### src/rtl/sd_pkg.sv
// Shared types and constants for the SD SPI-mode command sequencer.
// Optional macro SD_CMD_CRC7_EN (used by the top) selects the computed CRC7 path.
package sd_pkg;

  typedef enum logic [2:0] {
    IDLE,
    CS_SETUP,
    SEND,
    POLL,
    CS_RELEASE,
    TRAIL,
    DONE
  } sd_state_e;

  localparam logic [7:0] SD_FILL_BYTE   = 8'hFF;
  localparam logic [1:0] SD_CMD_START   = 2'b01;
  localparam logic [7:0] SD_CMD0_CRC    = 8'h95;
  localparam logic [7:0] SD_CMD8_CRC    = 8'h87;
  localparam logic [7:0] SD_DEFAULT_CRC = 8'h01;
  localparam int         SD_FRAME_BYTES = 6;

  // One byte of MSB-first CRC7 (x^7 + x^3 + 1).
  function automatic logic [6:0] crc7_byte(input logic [6:0] crc_in, input logic [7:0] data);
    logic [6:0] c;
    logic fb;
    c = crc_in;
    for (int i = 7; i >= 0; i--) begin
      fb = c[6] ^ data[i];
      c  = {c[5:0], 1'b0};
      if (fb) c = c ^ 7'h09;
    end
    return c;
  endfunction

endpackage

### src/rtl/sd_cmd_sequencer_if.sv
// Link between the command sequencer (master) and the SPI byte engine (slave).
interface sd_cmd_sequencer_if;
  logic       spi_start;
  logic [7:0] spi_txd;
  logic       spi_busy;
  logic       spi_done;
  logic [7:0] spi_rxd;

  modport master (output spi_start, output spi_txd,
                  input  spi_busy, input spi_done, input spi_rxd);
  modport slave  (input  spi_start, input spi_txd,
                  output spi_busy, output spi_done, output spi_rxd);
endinterface

### src/rtl/sd_crc7.sv
// Byte-serial CRC7 accumulator for SD command frames; cleared per command.
module sd_crc7
  import sd_pkg::*;
(
  input  logic       clk,
  input  logic       rst_n,
  input  logic       clear,
  input  logic       byte_valid,
  input  logic [7:0] data,
  output logic [6:0] crc
);

  always_ff @(posedge clk or negedge rst_n) begin
    if (!rst_n) begin
      crc <= 7'd0;
    end else if (clear) begin
      crc <= 7'd0;
    end else if (byte_valid) begin
      crc <= crc7_byte(crc, data);
    end
  end

endmodule

### src/rtl/sd_cmd_sequencer.sv
// Runs one SD SPI-mode command: CS, 6-byte frame, R1 poll, CS release, trail clocks.
// Define SD_CMD_CRC7_EN to compute the CRC byte instead of using the fixed table.
module sd_cmd_sequencer
  import sd_pkg::*;
#(
  parameter int RESP_TIMEOUT = 8,
  parameter int TRAIL_BYTES  = 1
)
(
  input  logic        clk,
  input  logic        rst_n,
  input  logic        cmd_start,
  input  logic [5:0]  cmd_index,
  input  logic [31:0] cmd_arg,
  output logic        cmd_busy,
  output logic        cmd_done,
  output logic        cmd_timeout,
  output logic [7:0]  resp_r1,
  output logic        sd_cs_n,
  sd_cmd_sequencer_if.master spi
);

  localparam logic [2:0] LAST_BYTE   = 3'(SD_FRAME_BYTES - 1);
  localparam logic [7:0] POLL_LIMIT  = 8'(RESP_TIMEOUT);
  localparam logic [1:0] TRAIL_LIMIT = 2'(TRAIL_BYTES);

  sd_state_e   state;
  logic [5:0]  index_q;
  logic [31:0] arg_q;
  logic [2:0]  byte_cnt;
  logic [7:0]  poll_cnt;
  logic [1:0]  trail_cnt;
  logic        pending;
  logic [7:0]  frame_byte;
  logic [7:0]  crc_byte;
  logic [7:0]  poll_next;
  logic [1:0]  trail_next;
  logic        can_issue;
  logic        xfer_done;
  logic        accept;

  // A new byte may only go out when the engine is idle and nothing is in flight.
  assign can_issue  = !pending && !spi.spi_busy && !spi.spi_done;
  assign xfer_done  = pending && spi.spi_done;
  assign accept     = (state == IDLE) && cmd_start;
  assign poll_next  = (poll_cnt == 8'hFF) ? poll_cnt : poll_cnt + 8'd1;
  assign trail_next = (trail_cnt == 2'd3) ? trail_cnt : trail_cnt + 2'd1;

`ifdef SD_CMD_CRC7_EN
  logic [6:0] crc7;

  sd_crc7 u_crc7 (
    .clk        (clk),
    .rst_n      (rst_n),
    .clear      (accept),
    .byte_valid ((state == SEND) && can_issue && (byte_cnt < LAST_BYTE)),
    .data       (frame_byte),
    .crc        (crc7)
  );

  assign crc_byte = {crc7, 1'b1};
`else
  always_comb begin
    crc_byte = SD_DEFAULT_CRC;
    if (index_q == 6'd0)      crc_byte = SD_CMD0_CRC;
    else if (index_q == 6'd8) crc_byte = SD_CMD8_CRC;
  end
`endif

  always_comb begin
    frame_byte = SD_FILL_BYTE;
    case (byte_cnt)
      3'd0:    frame_byte = {SD_CMD_START, index_q};
      3'd1:    frame_byte = arg_q[31:24];
      3'd2:    frame_byte = arg_q[23:16];
      3'd3:    frame_byte = arg_q[15:8];
      3'd4:    frame_byte = arg_q[7:0];
      3'd5:    frame_byte = crc_byte;
      default: frame_byte = SD_FILL_BYTE;
    endcase
  end

  always_ff @(posedge clk or negedge rst_n) begin
    if (!rst_n) begin
      state         <= IDLE;
      cmd_busy      <= 1'b0;
      cmd_done      <= 1'b0;
      cmd_timeout   <= 1'b0;
      resp_r1       <= SD_FILL_BYTE;
      sd_cs_n       <= 1'b1;
      spi.spi_start <= 1'b0;
      spi.spi_txd   <= SD_FILL_BYTE;
      index_q       <= 6'd0;
      arg_q         <= 32'd0;
      byte_cnt      <= 3'd0;
      poll_cnt      <= 8'd0;
      trail_cnt     <= 2'd0;
      pending       <= 1'b0;
    end else begin
      spi.spi_start <= 1'b0;
      cmd_done      <= 1'b0;
      case (state)
        IDLE: begin
          if (cmd_start) begin
            index_q     <= cmd_index;
            arg_q       <= cmd_arg;
            cmd_busy    <= 1'b1;
            cmd_timeout <= 1'b0;
            resp_r1     <= SD_FILL_BYTE;
            state       <= CS_SETUP;
          end
        end
        CS_SETUP: begin
          sd_cs_n  <= 1'b0;
          byte_cnt <= 3'd0;
          state    <= SEND;
        end
        SEND: begin
          if (can_issue) begin
            spi.spi_start <= 1'b1;
            spi.spi_txd   <= frame_byte;
            pending       <= 1'b1;
          end else if (xfer_done) begin
            pending <= 1'b0;
            if (byte_cnt == LAST_BYTE) begin
              poll_cnt <= 8'd0;
              state    <= POLL;
            end else begin
              byte_cnt <= byte_cnt + 3'd1;
            end
          end
        end
        POLL: begin
          if (can_issue) begin
            spi.spi_start <= 1'b1;
            spi.spi_txd   <= SD_FILL_BYTE;
            pending       <= 1'b1;
          end else if (xfer_done) begin
            pending <= 1'b0;
            if (!spi.spi_rxd[7]) begin
              resp_r1     <= spi.spi_rxd;
              cmd_timeout <= 1'b0;
              sd_cs_n     <= 1'b1;
              state       <= CS_RELEASE;
            end else begin
              poll_cnt <= poll_next;
              if (poll_next >= POLL_LIMIT) begin
                resp_r1     <= SD_FILL_BYTE;
                cmd_timeout <= 1'b1;
                sd_cs_n     <= 1'b1;
                state       <= CS_RELEASE;
              end
            end
          end
        end
        CS_RELEASE: begin
          if (TRAIL_BYTES > 0) begin
            trail_cnt <= 2'd0;
            state     <= TRAIL;
          end else begin
            cmd_done <= 1'b1;
            state    <= DONE;
          end
        end
        TRAIL: begin
          if (can_issue) begin
            spi.spi_start <= 1'b1;
            spi.spi_txd   <= SD_FILL_BYTE;
            pending       <= 1'b1;
          end else if (xfer_done) begin
            pending   <= 1'b0;
            trail_cnt <= trail_next;
            if (trail_next >= TRAIL_LIMIT) begin
              cmd_done <= 1'b1;
              state    <= DONE;
            end
          end
        end
        DONE: begin
          cmd_busy <= 1'b0;
          state    <= IDLE;
        end
        default: state <= IDLE;
      endcase
    end
  end

endmodule
### src/flat_wrapper.sv
// flat-port wrapper written by rule: the top's interface ports become plain ports
module sd_cmd_sequencer_flat import sd_pkg::*;
#(
  parameter int RESP_TIMEOUT = 8,
  parameter int TRAIL_BYTES  = 1
)
  (clk, rst_n, cmd_start, cmd_index, cmd_arg, cmd_busy, cmd_done, cmd_timeout, resp_r1, sd_cs_n, spi_spi_start, spi_spi_txd, spi_spi_busy, spi_spi_done, spi_spi_rxd);
  sd_cmd_sequencer_if spi_i ();
  input  logic clk;
  input  logic rst_n;
  input  logic cmd_start;
  input  logic [5:0] cmd_index;
  input  logic [31:0] cmd_arg;
  output logic cmd_busy;
  output logic cmd_done;
  output logic cmd_timeout;
  output logic [7:0] resp_r1;
  output logic sd_cs_n;
  output wire logic [$bits(spi_i.spi_start)-1:0] spi_spi_start;
  output wire logic [$bits(spi_i.spi_txd)-1:0] spi_spi_txd;
  input wire logic [$bits(spi_i.spi_busy)-1:0] spi_spi_busy;
  input wire logic [$bits(spi_i.spi_done)-1:0] spi_spi_done;
  input wire logic [$bits(spi_i.spi_rxd)-1:0] spi_spi_rxd;
  assign spi_spi_start = spi_i.spi_start;
  assign spi_spi_txd = spi_i.spi_txd;
  assign spi_i.spi_busy = spi_spi_busy;
  assign spi_i.spi_done = spi_spi_done;
  assign spi_i.spi_rxd = spi_spi_rxd;
  sd_cmd_sequencer #(.RESP_TIMEOUT(RESP_TIMEOUT), .TRAIL_BYTES(TRAIL_BYTES)) u_core (.clk(clk), .rst_n(rst_n), .cmd_start(cmd_start), .cmd_index(cmd_index), .cmd_arg(cmd_arg), .cmd_busy(cmd_busy), .cmd_done(cmd_done), .cmd_timeout(cmd_timeout), .resp_r1(resp_r1), .sd_cs_n(sd_cs_n), .spi(spi_i));
endmodule
### config.mk
export PLATFORM = sky130hd
export DESIGN_NAME = sd_cmd_sequencer_flat
export DESIGN_NICKNAME = d
export VERILOG_FILES = /design/src/rtl/sd_pkg.sv /design/src/rtl/sd_cmd_sequencer_if.sv /design/src/rtl/sd_crc7.sv /design/src/rtl/sd_cmd_sequencer.sv /design/src/flat_wrapper.sv
export SDC_FILE = /design/constraint.sdc
export NUM_CORES = 1
export LEC_CHECK = 0
export ABC_AREA = 1
export CAP_MARGIN = 20
export CORE_UTILIZATION = 47
export DETAILED_ROUTE_END_ITERATION = 10
export GPL_TIMING_DRIVEN = 0
export PLACE_DENSITY = 0.86
export SETUP_SLACK_MARGIN = 0.05
export SLEW_MARGIN = 20
export SYNTH_ARGS = -nofsm -noshare
export SYNTH_HDL_FRONTEND = slang
export SYNTH_SLANG_ARGS = --single-unit
export TNS_END_PERCENT = 1
### constraint.sdc
create_clock -name clk -period 1.8 [get_ports clk]
set_clock_uncertainty 0.1 [all_clocks]
set_input_delay 0.54 -clock clk [delete_from_list [all_inputs] [get_ports clk]]
set_output_delay 0.54 -clock clk [all_outputs]
set_load 0.01 [all_outputs]
**Word-level counts from Yosys, hierarchy flattened**

Cells that the tools add are included.

- Equal/unequal tests: 28
- Order comparisons: 2
- $add $sub $neg: 3
- Reduce and logical (&&, ||, !) cells: 29
- Muxes and demuxes: 60

Operators with widths:

| operator | number |
|---|---|
| 8-bit 2-to-1 mux | 16 |
| 8-bit case mux with 2 select lines | 3 |
| 8-bit case mux with 6 select lines | 1 |
| 3-bit 2-to-1 mux | 14 |
| 3-bit case mux with 6 select lines | 1 |
| 1-bit 2-to-1 mux | 17 |
| 2-bit nonzero test | 8 |
| 3-bit equality test, second input constant | 5 |
| 2-bit by 1-bit inequality test with 1-bit output, second input constant | 7 |
| 3-bit by 2-bit equality test with 1-bit output, second input constant | 4 |
| 2-bit inequality test, second input constant | 6 |
| 10-bit AND reduction | 1 |
| 8-bit by 1-bit adder with 8-bit output, second input constant | 1 |
| 8-bit equality test, second input constant | 1 |
| 8-bit by 4-bit greater-or-equal comparator with 1-bit output, second input constant | 1 |
| 4-bit AND reduction | 2 |
| 7-bit AND reduction | 1 |
| 3-bit by 1-bit equality test with 1-bit output, second input constant | 2 |
| 6-bit by 4-bit equality test with 1-bit output, second input constant | 1 |
| 3-bit zero test | 2 |
| 6-bit zero test | 1 |
| 2-bit 2-to-1 mux | 3 |
| 1-bit case mux with 2 select lines | 3 |
| 3-bit case mux with 2 select lines | 1 |
| other kinds (13) | 20 |

- Bits of input ports: 51
- Register bits: 76
- Output and inout bits: 21

**Logic depth before layout (Yosys ltp)**

Gate-level depths: netlist of run 1.

- Word-level depth: 8
- Depth in mapped cells: 12
- Gate-level depth less buffers: 12

**Worst setup path before layout of run 1**

OpenSTA, ideal clock, no wires.

- Kind: reg2reg
- Start point: register u_core.byte_cnt[1]
- End point: register u_core.state[1]
- Setup slack: 84 ps
- Cell stages (with the launch flop): 10
- Buffers on the path: 0
- Data arrival time: 1,499 ps
- Clock period less this slack: 1,716 ps
- Required time: 1,583 ps
- Library setup time: 117 ps
- Path through: dfrtp_1 inv_1 ha_1 nand2_1 o21ai_1 inv_1 nor3_1 nand2_1 nand2_1 nand2_1

- Cells in the longest elaborated chain, start to end: 3

RTL lines:

| item | line | RTL |
|---|---|---|
| start, declared | sd_cmd_sequencer.sv:30 | `logic [2:0] byte_cnt;` |
| start signal, assigned | sd_cmd_sequencer.sv:129 | `byte_cnt <= byte_cnt + 3'd1;` |
| 3-bit equality test | sd_cmd_sequencer.sv:125 | `if (byte_cnt == LAST_BYTE) begin` |
| 2-bit by 1-bit inequality test with 1-bit output (no line) | n/a |  |
| 10-bit AND reduction (no line) | n/a |  |
| end signal, assigned | sd_cmd_sequencer.sv:127 | `state <= POLL;` |
| end signal, assigned | sd_cmd_sequencer.sv:144 | `state <= CS_RELEASE;` |
| end signal, assigned | sd_cmd_sequencer.sv:151 | `state <= CS_RELEASE;` |
| end, declared | sd_cmd_sequencer.sv:27 | `sd_state_e state;` |

Every way passes these cells.
A chain may end at the register's enable or synchronous reset.

**Worst setup path in the final report of run 1**

- Start point: register u_core.poll_cnt[1]
- End point: register u_core.state[2]

- Cells in the longest elaborated chain, start to end: 5
- Elaborated cells on any way between the ends: 6
- Classes of those cells: 1 x add/sub; 1 x order compare; 2 x eq/ne; 1 x mux; 1 x reduce/logical

RTL lines:

| item | line | RTL |
|---|---|---|
| start, declared | sd_cmd_sequencer.sv:31 | `logic [7:0] poll_cnt;` |
| start signal, assigned | sd_cmd_sequencer.sv:146 | `poll_cnt <= poll_next;` |
| 8-bit by 1-bit adder with 8-bit output or 8-bit equality test (tied branches) | sd_cmd_sequencer.sv:46 | `assign poll_next = (poll_cnt == 8'hFF) ? poll_cnt : poll_cnt + 8'd1;` |
| 8-bit 2-to-1 mux * | sd_cmd_sequencer.sv:46 |  |
| 8-bit by 4-bit greater-or-equal comparator with 1-bit output * | sd_cmd_sequencer.sv:147 | `if (poll_next >= POLL_LIMIT) begin` |
| 3-bit by 2-bit inequality test with 1-bit output (no line) * | n/a |  |
| 10-bit AND reduction (no line) * | n/a |  |
| end signal, assigned | sd_cmd_sequencer.sv:144 |  |
| end signal, assigned | sd_cmd_sequencer.sv:151 |  |
| end signal, assigned | sd_cmd_sequencer.sv:159 | `state <= TRAIL;` |

Mark *: on every way between the ends. The rest lies on a longest branch, timed or not.

==> impl_metrics.env, run 1 <==
export IMPL_max_cap_viol_count=0
export IMPL_gp_routability_congestion=0.866
export IMPL_clk_pin_slew_worst_paths_ns=0.08
export IMPL_reg2reg_to="u_core.state[2]$_DFFE_PN0P_"
export IMPL_whs_ns=0.0241
export IMPL_ys_seq_elements=74
export IMPL_initial_core_util=0.497
export IMPL_grt_max_degree=41
export IMPL_n_fill_cell=562
export IMPL_fin_ws_ns=-0.0717
export IMPL_synthTopCellsByCount="nand2_1 (103), dfrtp_1 (57), nor2_1 (48)"
export IMPL_firstDrtPassIters=5
export IMPL_h_tree_depth=3
export IMPL_status="finished with violations"
export IMPL_fmax_ghz=0.534
export IMPL_yosysSeqAreaShare=0.509
export IMPL_antenna_left=0
export IMPL_setup_worst_path_end_class="flop"
export IMPL_critPathLaunchType="flop"
export IMPL_setup_violations_final=13
export IMPL_wl_per_cell_um=15.3
export IMPL_synth_area_leaders="dfrtp_1 (39%), dfstp_2 (12%), nand2_1 (11%), mux2_1 (6.1%), nor2_1 (4.9%)"
export IMPL_p_leak_nw=2.33
export IMPL_worstHoldPathType="in -> async"
export IMPL_vdd_drop_max_mv=0.809
export IMPL_yosysUniqueCellTypes=35
export IMPL_rrSetupSlack_ns=-0.07
export IMPL_vias=3347
export IMPL_grt_usage=0.235
export IMPL_slew_headroom=0.698
export IMPL_finalHoldViolations=0
export IMPL_drt_wl_total_mm=9.53
export IMPL_area_growth_pct=35.2
export IMPL_postLayoutCellArea_um2=4970
export IMPL_yosysMostFrequentCell="nand2_1"
export IMPL_avgViaCountPerCell=5.37
export IMPL_cp_data_arrival_time_ns=2.02
export IMPL_cp_cell_sequence="ha_2 -> nand2_2 -> inv_2 -> nand3_1 -> nand2_2 -> nand3_4 -> nor2_4 -> nand2_4 -> buf_4 -> nand3_1 -> nand2_1"
export IMPL_postSynth_asyncResetShare=1.00
export IMPL_layout_drive_gt1_share=0.271
export IMPL_power_net_switching_mw=3.39
export IMPL_cp_slowest_cell="dfrtp_1"
export IMPL_pwr_share_clk=0.169
export IMPL_cts_tree="built"
export IMPL_grt_pass1_vias=3213
export IMPL_synth_area_um2=3680
export IMPL_cts_sinks=74
export IMPL_instances_no_fill=623
export IMPL_dp_worst_setup_slack_ns=-0.560
export IMPL_grt_pass1_wl_mm=15.1
export IMPL_drtIter0Drc=191
export IMPL_netlist_instances=425
export IMPL_grt_overflow=0
export IMPL_rr_worst_depth=11
export IMPL_synthesis_nets=482
export IMPL_yosys_area_top_type="dfrtp_1"
export IMPL_cts_made_buffers=9
export IMPL_hpwl_mm=6.31
export IMPL_slowest_delay_ns=0.41
export IMPL_maxUsedRoutingLayer="met4"
export IMPL_clock_root_buffer="clkbuf_8"
export IMPL_io_buffer_count=70
export IMPL_critPathKind="reg -> reg"
export IMPL_synth_flop_cell="dfrtp_1"
export IMPL_wl_met1_mm=4.01
export IMPL_violations="setup timing"
export IMPL_path_max_fanout=6
export IMPL_placed_cell_area_um2=4520
export IMPL_fin_nets=576
export IMPL_cts_max_path_buffers=2
export IMPL_synth_edff_count=0
export IMPL_r2r_start="u_core.poll_cnt[1]$_DFFE_PN0P_"
export IMPL_internal_power_mw=5.00
export IMPL_drcViolationCount=0
export IMPL_rsz0062_at_grt="yes"
export IMPL_dr_wl_met3_um=584
export IMPL_required_ns=1.95
export IMPL_tightest_slew_ns=0.453
export IMPL_fin_crit_sh=1.04
export IMPL_n_antenna_cell=0
export IMPL_yosys_warnings=0
export IMPL_wl_met2_mm=4.71
export IMPL_p_per_area_nw_per_um2=1690
export IMPL_ios=72
export IMPL_dieHeight_um=90.5
export IMPL_core_area_um2=7410
export IMPL_fp_dieW_um=90.5
export IMPL_swShare=0.404
export IMPL_combinationalPowerShare=0.463
export IMPL_antenna_found_initial=0
export IMPL_synth_top_cell_area_share=0.388
export IMPL_slew_violations=0
export IMPL_fp_dieArea_um2=8190
export IMPL_rows=31
export IMPL_insertion_delay_ns=0.35
export IMPL_dpl_cell_count=595
export IMPL_p_seq_frac=0.367
export IMPL_synth_area_per_cell_um2=8.66
export IMPL_min_period_ns=1.87
-- cell usage in the layout, fill, tap and decap left out, types with 10 or more instances in the layout --
cell | Yosys | layout
inv_1 | 34 | 28
a21oi_1 | 18 | 18
mux2_1 | 20 | 20
clkdlybuf4s50_1 | 0 | 47
buf_4 | 2 | 15
nand2_2 | 5 | 11
inv_2 | 13 | 16
nand3_1 | 27 | 21
o21ai_0 | 10 | 10
nor2_1 | 48 | 43
buf_2 | 4 | 18
dfstp_2 | 17 | 17
o21ai_1 | 12 | 10
nand2_1 | 103 | 93
dfrtp_1 | 57 | 54
-- worst max-delay path: cells and delay by family, from the launching register on --
| kind | cells | cell delay (ns) |
|---|---|---|
| buffers and inverters | 2 | 0.26 |
| adders and majority gates | 1 | 0.24 |
| and+or+nand+nor | 8 | 0.75 |
| DFF | 1 | 0.41 |
-- cell type report --
class,count,area (um^2),area share
Sequential cell,74,1880,0.377
Multi-Input combinational cell,293,1760,0.354
Timing Repair Buffer,84,728,0.146
Inverter,47,184,0.0370
Clock buffer,10,128,0.0257
Tap cell,99,124,0.0249
Clock inverter,6,90.1,0.0181
Buffer,10,81.3,0.0163
-- sequential cells by signal, indices dropped and copies added, names as in the netlist --
register,flops
u_core.arg_q,32
u_core.poll_cnt,8
u_core.resp_r1,8
u_core.spi.spi_txd,8
u_core.index_q,6
u_core.byte_cnt,3
u_core.state,3
u_core.cmd_busy,1
u_core.cmd_done,1
u_core.cmd_timeout,1
u_core.pending,1
u_core.sd_cs_n,1
u_core.spi.spi_start,1
-- stage by stage --
stage / util / total power [mW] / setup TNS [ns]
floorplan: - / 5.28 / 0
global placement: 0.608 / 6.33 / -179.62
detailed placement: 0.610 / 6.50 / -24.98
global route: 0.672 / 9.03 / -1.96
CTS: 0.640 / 7.89 / -0.102
finish: 0.672 / 8.39 / -0.475
-- power groups by stage --
stage | combinational (mW) | clock [mW] | sequential (mW)
after global placement | 3.32 | 0 | 3.01
after floorplan | 2.24 | 0 | 3.04
after CTS | 3.42 | 1.44 | 3.03
final | 3.89 | 1.42 | 3.08
after detailed placement | 3.44 | 0 | 3.06
after global routing | 4.35 | 1.52 | 3.16
-- timing repair --
action	4_1_cts	5_1_grt
endpoints found under the hold margin	0	0
pin swaps	6	13
hold buffers	0	0
gates resized for setup	91	47
setup buffers	0	12
cloned	0	1
endpoints found under the setup margin	85	67
-- metal layers --
layer  up-vias  GRT usage
li1       1569          -
met1      1603      0.308
met2       153      0.372
met3        22     0.0598
met4         0     0.0927
met5         -          0
-- worst max-delay path by stage --
stage,startpoint,end,slack (ns)
2_1_floorplan,u_core.byte_cnt[1]$_DFFE_PN0P_,u_core.state[1]$_DFFE_PN0P_,0.08
3_3_place_gp,rst_n,u_core.arg_q[12]$_DFFE_PN0P_,-2.30
3_5_place_dp,spi_spi_done,u_core.state[0]$_DFFE_PN0P_,-0.56
4_1_cts,u_core.byte_cnt[1]$_DFFE_PN0P_,u_core.state[0]$_DFFE_PN0P_,-0.04
5_1_grt,u_core.poll_cnt[1]$_DFFE_PN0P_,u_core.cmd_timeout$_DFFE_PN0P_,-0.16
6_report,u_core.poll_cnt[1]$_DFFE_PN0P_,u_core.state[2]$_DFFE_PN0P_,-0.07
-- cells by family (layout without fill, tap and decap cells) --
kind of cell	after synthesis	count (layout)	share of synthesized area
and+or+nand+nor	200	200	0.233
xor gates and xnor gates	2	2	0.00476
DFF	74	74	0.509
buffers and inverters	58	157	0.0646
AOI/OAI and AO/OA	61	61	0.0949
adders and majority gates	6	6	0.0204
muxes	24	24	0.0734
Power figures use the tool's default switching activity.
==> run 2: changes to the inputs <==
--- a/config.mk
+++ b/config.mk
@@ -6,14 +6,16 @@
 export NUM_CORES = 1
 export LEC_CHECK = 0
 export ABC_AREA = 1
+export ABC_CLOCK_PERIOD_IN_PS = 1800
 export CAP_MARGIN = 20
 export CORE_UTILIZATION = 47
 export DETAILED_ROUTE_END_ITERATION = 10
 export GPL_TIMING_DRIVEN = 0
-export PLACE_DENSITY = 0.86
+export PLACE_DENSITY = 0.87
 export SETUP_SLACK_MARGIN = 0.05
 export SLEW_MARGIN = 20
 export SYNTH_ARGS = -nofsm -noshare
 export SYNTH_HDL_FRONTEND = slang
+export SYNTH_HIERARCHICAL = 1
 export SYNTH_SLANG_ARGS = --single-unit
 export TNS_END_PERCENT = 1
==> impl_metrics.env, run 2 <==
export IMPL_grt_pass1_vias=3102
export IMPL_synth_area_per_cell_um2=8.82
export IMPL_setup_violations_final=13
export IMPL_status="finished with violations"
export IMPL_drt_wl_total_mm=9.23
export IMPL_slew_headroom=0.670
export IMPL_critical_path_top_delay_family="simple AND/OR/NAND/NOR gates"
export IMPL_grt_usage=0.230
export IMPL_antenna_left=0
export IMPL_grt_pass1_wl_mm=15.0
export IMPL_cts_sinks=74
export IMPL_min_period_ns=1.87
export IMPL_postSynth_asyncResetShare=1.00
export IMPL_avgViaCountPerCell=5.33
export IMPL_n_antenna_cell=0
export IMPL_cp_cell_sequence="ha_2 -> nand2_2 -> nor2_4 -> nand2_2 -> nand3_1 -> nor2_1 -> nand3_2 -> buf_6 -> nand3_1 -> nand2_1"
export IMPL_antenna_found_initial=0
export IMPL_io_buffer_count=71
export IMPL_critPathKind="reg -> reg"
export IMPL_insertion_delay_ns=0.35
export IMPL_grt_max_degree=39
export IMPL_cts_max_path_buffers=2
export IMPL_synth_flop_cell="dfrtp_1"
export IMPL_drcViolationCount=0
export IMPL_slew_violations=0
export IMPL_fp_dieW_um=90.4
export IMPL_finalHoldViolations=0
export IMPL_yosys_area_top_type="dfrtp_1"
export IMPL_p_leak_nw=2.27
export IMPL_layout_drive_gt1_share=0.293
export IMPL_yosysMostFrequentCell="nand2_1"
export IMPL_final_util=0.660
export IMPL_largest_reg_flops=32
export IMPL_fin_nets=564
export IMPL_p_total_mw=7.77
export IMPL_synthesis_nets=473
export IMPL_critPathLaunchType="flop"
export IMPL_fin_crit_sh=1.04
export IMPL_p_per_area_nw_per_um2=1590
export IMPL_cp_data_arrival_time_ns=2.01
export IMPL_clock_root_buffer="clkbuf_8"
export IMPL_hpwl_mm=6.50
export IMPL_path_max_fanout=7
export IMPL_dieHeight_um=90.4
export IMPL_max_cap_viol_count=0
export IMPL_ys_seq_elements=74
export IMPL_rows=31
export IMPL_synth_area_leaders="dfrtp_1 (39%), dfstp_2 (12%), nand2_1 (9.2%), mux2_2 (6.1%), nor2_1 (4.6%)"
export IMPL_drtIter0Drc=219
export IMPL_ios=72
export IMPL_area_growth_pct=33.1
export IMPL_vias=3257
export IMPL_vdd_drop_max_mv=0.735
export IMPL_synth_edff_count=0
export IMPL_grt_overflow=0
export IMPL_synthTopCellsByCount="nand2_1 (90), dfrtp_1 (57), nor2_1 (45)"
export IMPL_initial_core_util=0.496
export IMPL_synth_top_cell_area_share=0.389
export IMPL_netlist_instances=416
export IMPL_final_common_cell="nand2_1"
export IMPL_cts_tree="built"
export IMPL_rsz0062_at_grt="yes"
export IMPL_required_ns=1.94
export IMPL_cp_slowest_cell="dfrtp_1"
export IMPL_synth_area_um2=3670
export IMPL_gp_routability_congestion=0.832
export IMPL_fp_dieArea_um2=8170
export IMPL_yosysUniqueCellTypes=35
export IMPL_top_register="u_core/arg_q"
export IMPL_violations="setup timing"
export IMPL_path_buf_inv=1
export IMPL_worstHoldPathType="in -> async"
export IMPL_yosys_warnings=6
export IMPL_wl_per_cell_um=15.1
export IMPL_instances_no_fill=611
export IMPL_fin_ws_ns=-0.0739
export IMPL_dpl_cell_count=587
export IMPL_tightest_slew_ns=0.495
export IMPL_cts_made_buffers=9
export IMPL_firstDrtPassIters=4
export IMPL_core_area_um2=7410
export IMPL_fmax_ghz=0.534
export IMPL_setup_worst_path_end_class="flop"
export IMPL_h_tree_depth=3
export IMPL_clk_pin_slew_worst_paths_ns=0.08
export IMPL_slowest_delay_ns=0.41
export IMPL_mostFrequentLayoutCells="nand2_1 (81), dfrtp_1 (54), clkdlybuf4s50_1 (48), inv_1 (38), nor2_1 (38)"
export IMPL_yosysSeqAreaShare=0.510
run 2: cell count changes after synthesis, moves of 5 or more:
cell / previous run / this run
mux2_1: 20 / 0
mux2_2: 4 / 20
nand2_1: 103 / 90
o21ai_1: 12 / 0
inv_1: 34 / 44
inv_2: 13 / 4
nand4_1: 3 / 11
or2_2: 0 / 8
o21ai_0: 10 / 17
nand2_2: 5 / 0
nand3_1: 27 / 22
run 2: worst reg2reg max path: stages (launching register included):
cell and delay [ns]:
dfrtp_1 0.41, ha_2 0.21, nand2_2 0.10, nor2_4 0.05, nand2_2 0.12, nand3_1 0.12
nor2_1 0.14, nand3_2 0.19, buf_6 0.19, nand3_1 0.06, nand2_1 0.06
run 2: worst paths after layout:
kind | startpoint | to | slack (ns) | depth (start not counted)
worst max-delay path | u_core/poll_cnt[1]$_DFFE_PN0P_ | u_core/state[1]$_DFFE_PN0P_ | -0.07 | 10
worst min-delay path | rst_n | u_core/poll_cnt[4]$_DFFE_PN0P_ | 0.05 | 1
worst max register to register | u_core/poll_cnt[1]$_DFFE_PN0P_ | u_core/state[1]$_DFFE_PN0P_ | -0.07 | 10
worst min register to register | u_core/resp_r1[5]$_DFFE_PN1P_ | u_core/resp_r1[5]$_DFFE_PN1P_ | 0.36 | 2
max in group asynchronous | rst_n | u_core/spi.spi_txd[4]$_DFFE_PN1P_ | 0.91 | 2
min in group clk | u_core/resp_r1[5]$_DFFE_PN1P_ | u_core/resp_r1[5]$_DFFE_PN1P_ | 0.36 | 2
run 2: repair_timing:
| item | in CTS | in global routing |
|---|---|---|
| gates resized for setup | 78 | 41 |
| pin swaps | 6 | 7 |
| hold buffers | 0 | 0 |
| buffers inserted | 6 | 1 |
| setup endpoints to repair | 51 | 75 |
| gates cloned | 0 | 1 |
run 2: cell families (layout without fill, tap and decap cells):
logic type / Yosys count / in the layout / synth area share
compound gates: 66 / 66 / 0.107
xor+xnor: 1 / 1 / 0.00239
fa+ha+maj: 6 / 6 / 0.0204
buf+inv: 59 / 155 / 0.0719
flops: 74 / 74 / 0.510
mux: 20 / 20 / 0.0614
simple gates: 190 / 190 / 0.227
run 2: final cells by class:
type / instances / area [um^2]
buffer: 10 / 77.6
sequential: 74 / 1880
fill: 597 / 2520
clock buffer: 10 / 128
multi-input combinational: 283 / 1700
clock inverter: 6 / 92.6
inverter: 49 / 189
tap: 99 / 124
timing repair buffer: 80 / 701
run 2: stage by stage:
stage | setup slack (ns) | TNS [ns] | hold WS (ns) | instance area (um^2)
floorplan | 0.100 | 0 | 0.144 | 3670
global placement | -2.33 | -174.89 | 0.351 | 4510
detailed placement | -0.522 | -17.55 | 0.352 | 4530
CTS | -0.0756 | -0.606 | 0.0590 | 4790
global route | -0.189 | -2.41 | 0.0873 | 4890
finish | -0.0739 | -0.630 | 0.0485 | 4890
run 2: routing by layer:
layer  vias up  share of wire  global-route usage
met5         -              0                   0
met4         0          0.021              0.0820
met3        20          0.051              0.0362
met2       126           0.49               0.377
met1      1556           0.44               0.310
li1       1555              -                   -
run 2: power by group:
part           total, mW  internal [mW]  leakage [nW]  switching, mW
registers           3.00           2.53         0.851          0.466
logic               3.34           1.42          1.32           1.92
clock network       1.43          0.785         0.103          0.646
total               7.77           4.74          2.27           3.03
==> variant (config.mk and constraints of run 1) <==
Register the output `cmd_timeout` once more; this adds one clock of latency there. The other outputs are not delayed to match.
--- a/src/rtl/sd_cmd_sequencer.sv
+++ b/src/rtl/sd_cmd_sequencer.sv
@@ -23,6 +23,8 @@
   localparam logic [2:0] LAST_BYTE   = 3'(SD_FRAME_BYTES - 1);
   localparam logic [7:0] POLL_LIMIT  = 8'(RESP_TIMEOUT);
   localparam logic [1:0] TRAIL_LIMIT = 2'(TRAIL_BYTES);
+
+  logic cmd_timeout_s0;
 
   sd_state_e   state;
   logic [5:0]  index_q;
@@ -85,7 +87,7 @@
       state         <= IDLE;
       cmd_busy      <= 1'b0;
       cmd_done      <= 1'b0;
-      cmd_timeout   <= 1'b0;
+      cmd_timeout_s0 <= 1'b0;
       resp_r1       <= SD_FILL_BYTE;
       sd_cs_n       <= 1'b1;
       spi.spi_start <= 1'b0;
@@ -105,7 +107,7 @@
             index_q     <= cmd_index;
             arg_q       <= cmd_arg;
             cmd_busy    <= 1'b1;
-            cmd_timeout <= 1'b0;
+            cmd_timeout_s0 <= 1'b0;
             resp_r1     <= SD_FILL_BYTE;
             state       <= CS_SETUP;
           end
@@ -139,14 +141,14 @@
             pending <= 1'b0;
             if (!spi.spi_rxd[7]) begin
               resp_r1     <= spi.spi_rxd;
-              cmd_timeout <= 1'b0;
+              cmd_timeout_s0 <= 1'b0;
               sd_cs_n     <= 1'b1;
               state       <= CS_RELEASE;
             end else begin
               poll_cnt <= poll_next;
               if (poll_next >= POLL_LIMIT) begin
                 resp_r1     <= SD_FILL_BYTE;
-                cmd_timeout <= 1'b1;
+                cmd_timeout_s0 <= 1'b1;
                 sd_cs_n     <= 1'b1;
                 state       <= CS_RELEASE;
               end
@@ -185,4 +187,8 @@
     end
   end
 
+  always_ff @(posedge clk) begin
+    cmd_timeout <= cmd_timeout_s0;
+  end
+
 endmodule
Behaviour: same outputs for any inputs over 10 cycles, from zero or initial values and one cycle with rst_n low; that may be too few to reach the edited logic, so the function may still have changed.
==> variant against run 1 <==
  * Global-route usage fell by 0.093 points
  * Area after synthesis rose by 1.7%
  * Worst setup slack improved by 0.083 ns
  * Routed wire length fell by 0.22%
  * Non-clock buffer count fell by 4
  * Via count rose by 1.5%
  * Sequential cell count rose by 1
  * Power fell by 1.3%
  * Final area rose by 1.1%
  * First-iteration DRC count rose by 22%
  * Utilization fell by 2.1 points
  * Combinational power fell by 9.5%
  * Largest power group unchanged
==> variant: results (changes against run 1) <==
\begin{tabular}{lr}
\hline
Metric & Value \\
\hline
\multicolumn{2}{l}{\textbf{Layout}} \\
\#MultiIn Comb & 292 (-0.34\%) \\
Fraction of area in multi-input gates & 35.2\% (-0.27 points) \\
Non-clock buffer instance count of the final layout & 90 (-4.3\%) \\
Post-layout nets & 574 (-0.35\%) \\
Sequential Area & 1900 um\^{}2 (+1.0\%) \\
Non-clock buffer share & 15.4\% (-0.87 points) \\
\multicolumn{2}{l}{\textbf{Worst setup path}} \\
Critical Path Sink & u\_core.state[1] \\
Largest incremental delay on the critical path & 0.45 ns (+0.04 ns) \\
Worst-path maximum fanout & 7 (+1) \\
Number of cells on the worst reg-to-reg path & 10 (-1) \\
\multicolumn{2}{l}{\textbf{Placement}} \\
Final weighted congestion in routability-driven placement & 0.888 (+2.5\%) \\
Post-Place Cell Area & 4600 um\^{}2 (+1.7\%) \\
Placed wire-length estimate after detailed placement & 6380 um (+0.99\%) \\
Number of placed instances, taps included & 601 (+1.0\%) \\
\multicolumn{2}{l}{\textbf{Routing}} \\
Met2 wire length & 4910 um (+4.2\%) \\
Metal-1 WL & 3830 um (-4.5\%) \\
Met3 WL post-DR & 559 um (-4.3\%) \\
Detail-routed via count per cell & 5.44 (+1.3\%) \\
\multicolumn{2}{l}{\textbf{Run status}} \\
Result of the run & finished, final reports clean \\
\multicolumn{2}{l}{\textbf{Floorplanning}} \\
Row Count & 32 (+3.2\%) \\
\multicolumn{2}{l}{\textbf{Synthesis}} \\
Number of library cell types mapped by synthesis & 36 (+2.9\%) \\
Area share of xor/xnor cells in the synthesized design & 0.468\% (-0.0081 points) \\
Synth top cells by count & nand2\_1, dfrtp\_1, nor2\_1 \\
Sequential share of the synthesized area & 50.6\% (-0.33 points) \\
Adder and majority gate portion of the synthesized area & 2.01\% (-0.035 points) \\
Ranking of synthesized cells by area & dfrtp\_1, dfstp\_2, nand2\_1, mux2\_2, nor2\_1 \\
Synth Area in Compound Gates & 10.1\% (+0.64 points) \\
Synthesized instance count & 428 (+0.71\%) \\
Post-Syn Nets & 485 (+0.62\%) \\
Async S/R FF share, synth & 98.7\% (-1.3 points) \\
\multicolumn{2}{l}{\textbf{STA}} \\
Worst slew margin relative to its limit & 68.6\% (-1.3 points) \\
Setup slack after layout & 0.0112 ns (+0.0829 ns) \\
\multicolumn{2}{l}{\textbf{Power}} \\
Post-layout total power & 0.00828 W (-1.3\%) \\
Leakage power & 2.36 nW (+1.4\%) \\
Internal Dissipation & 0.00510 W (+2.1\%) \\
Combinational fraction of design power & 42.5\% (-3.8 points) \\
\multicolumn{2}{l}{\textbf{Clock network}} \\
CTS sink count & 75 (+1.4\%) \\
\multicolumn{2}{l}{\textbf{GRT}} \\
Number of global-route vias before repair & 3335 (+3.8\%) \\
Global-route wire length before repair & 15300 um (+1.6\%) \\
Met3 demand-to-capacity share in global routing & 5.03\% (-0.95 points) \\
\hline
\end{tabular}
## variant: changes by cell type after synthesis, sizes merged, moves of 5 or more
cell,run 1,this run
mux2,24,19
nor2,55,62
o22ai,5,11
nand3,28,34
nand2,108,97
a21oi,19,24
## variant: how the worst min path moves through the flow
stage                      endpoint  slack (ns)  cells after the start                   from
2_1_floorplan       u_core.arg_q[0]        0.14                      0                  rst_n
3_3_place_gp     u_core.cmd_timeout        0.26                      0  u_core.cmd_timeout_s0
3_5_place_dp     u_core.cmd_timeout        0.28                      0  u_core.cmd_timeout_s0
4_1_cts        u_core.spi.spi_start       0.009                      1                  rst_n
5_1_grt            u_core.arg_q[13]        0.01                      1                  rst_n
6_report            u_core.state[1]      0.0005                      1                  rst_n
## variant: repair_timing
| action | in CTS | in global routing |
|---|---|---|
| setup buffers | 1 | 5 |
| setup endpoints to repair | 49 | 64 |
| gates cloned | 0 | 1 |
| pin swaps | 4 | 8 |
| hold buffers | 0 | 0 |
| gates resized for setup | 76 | 54 |
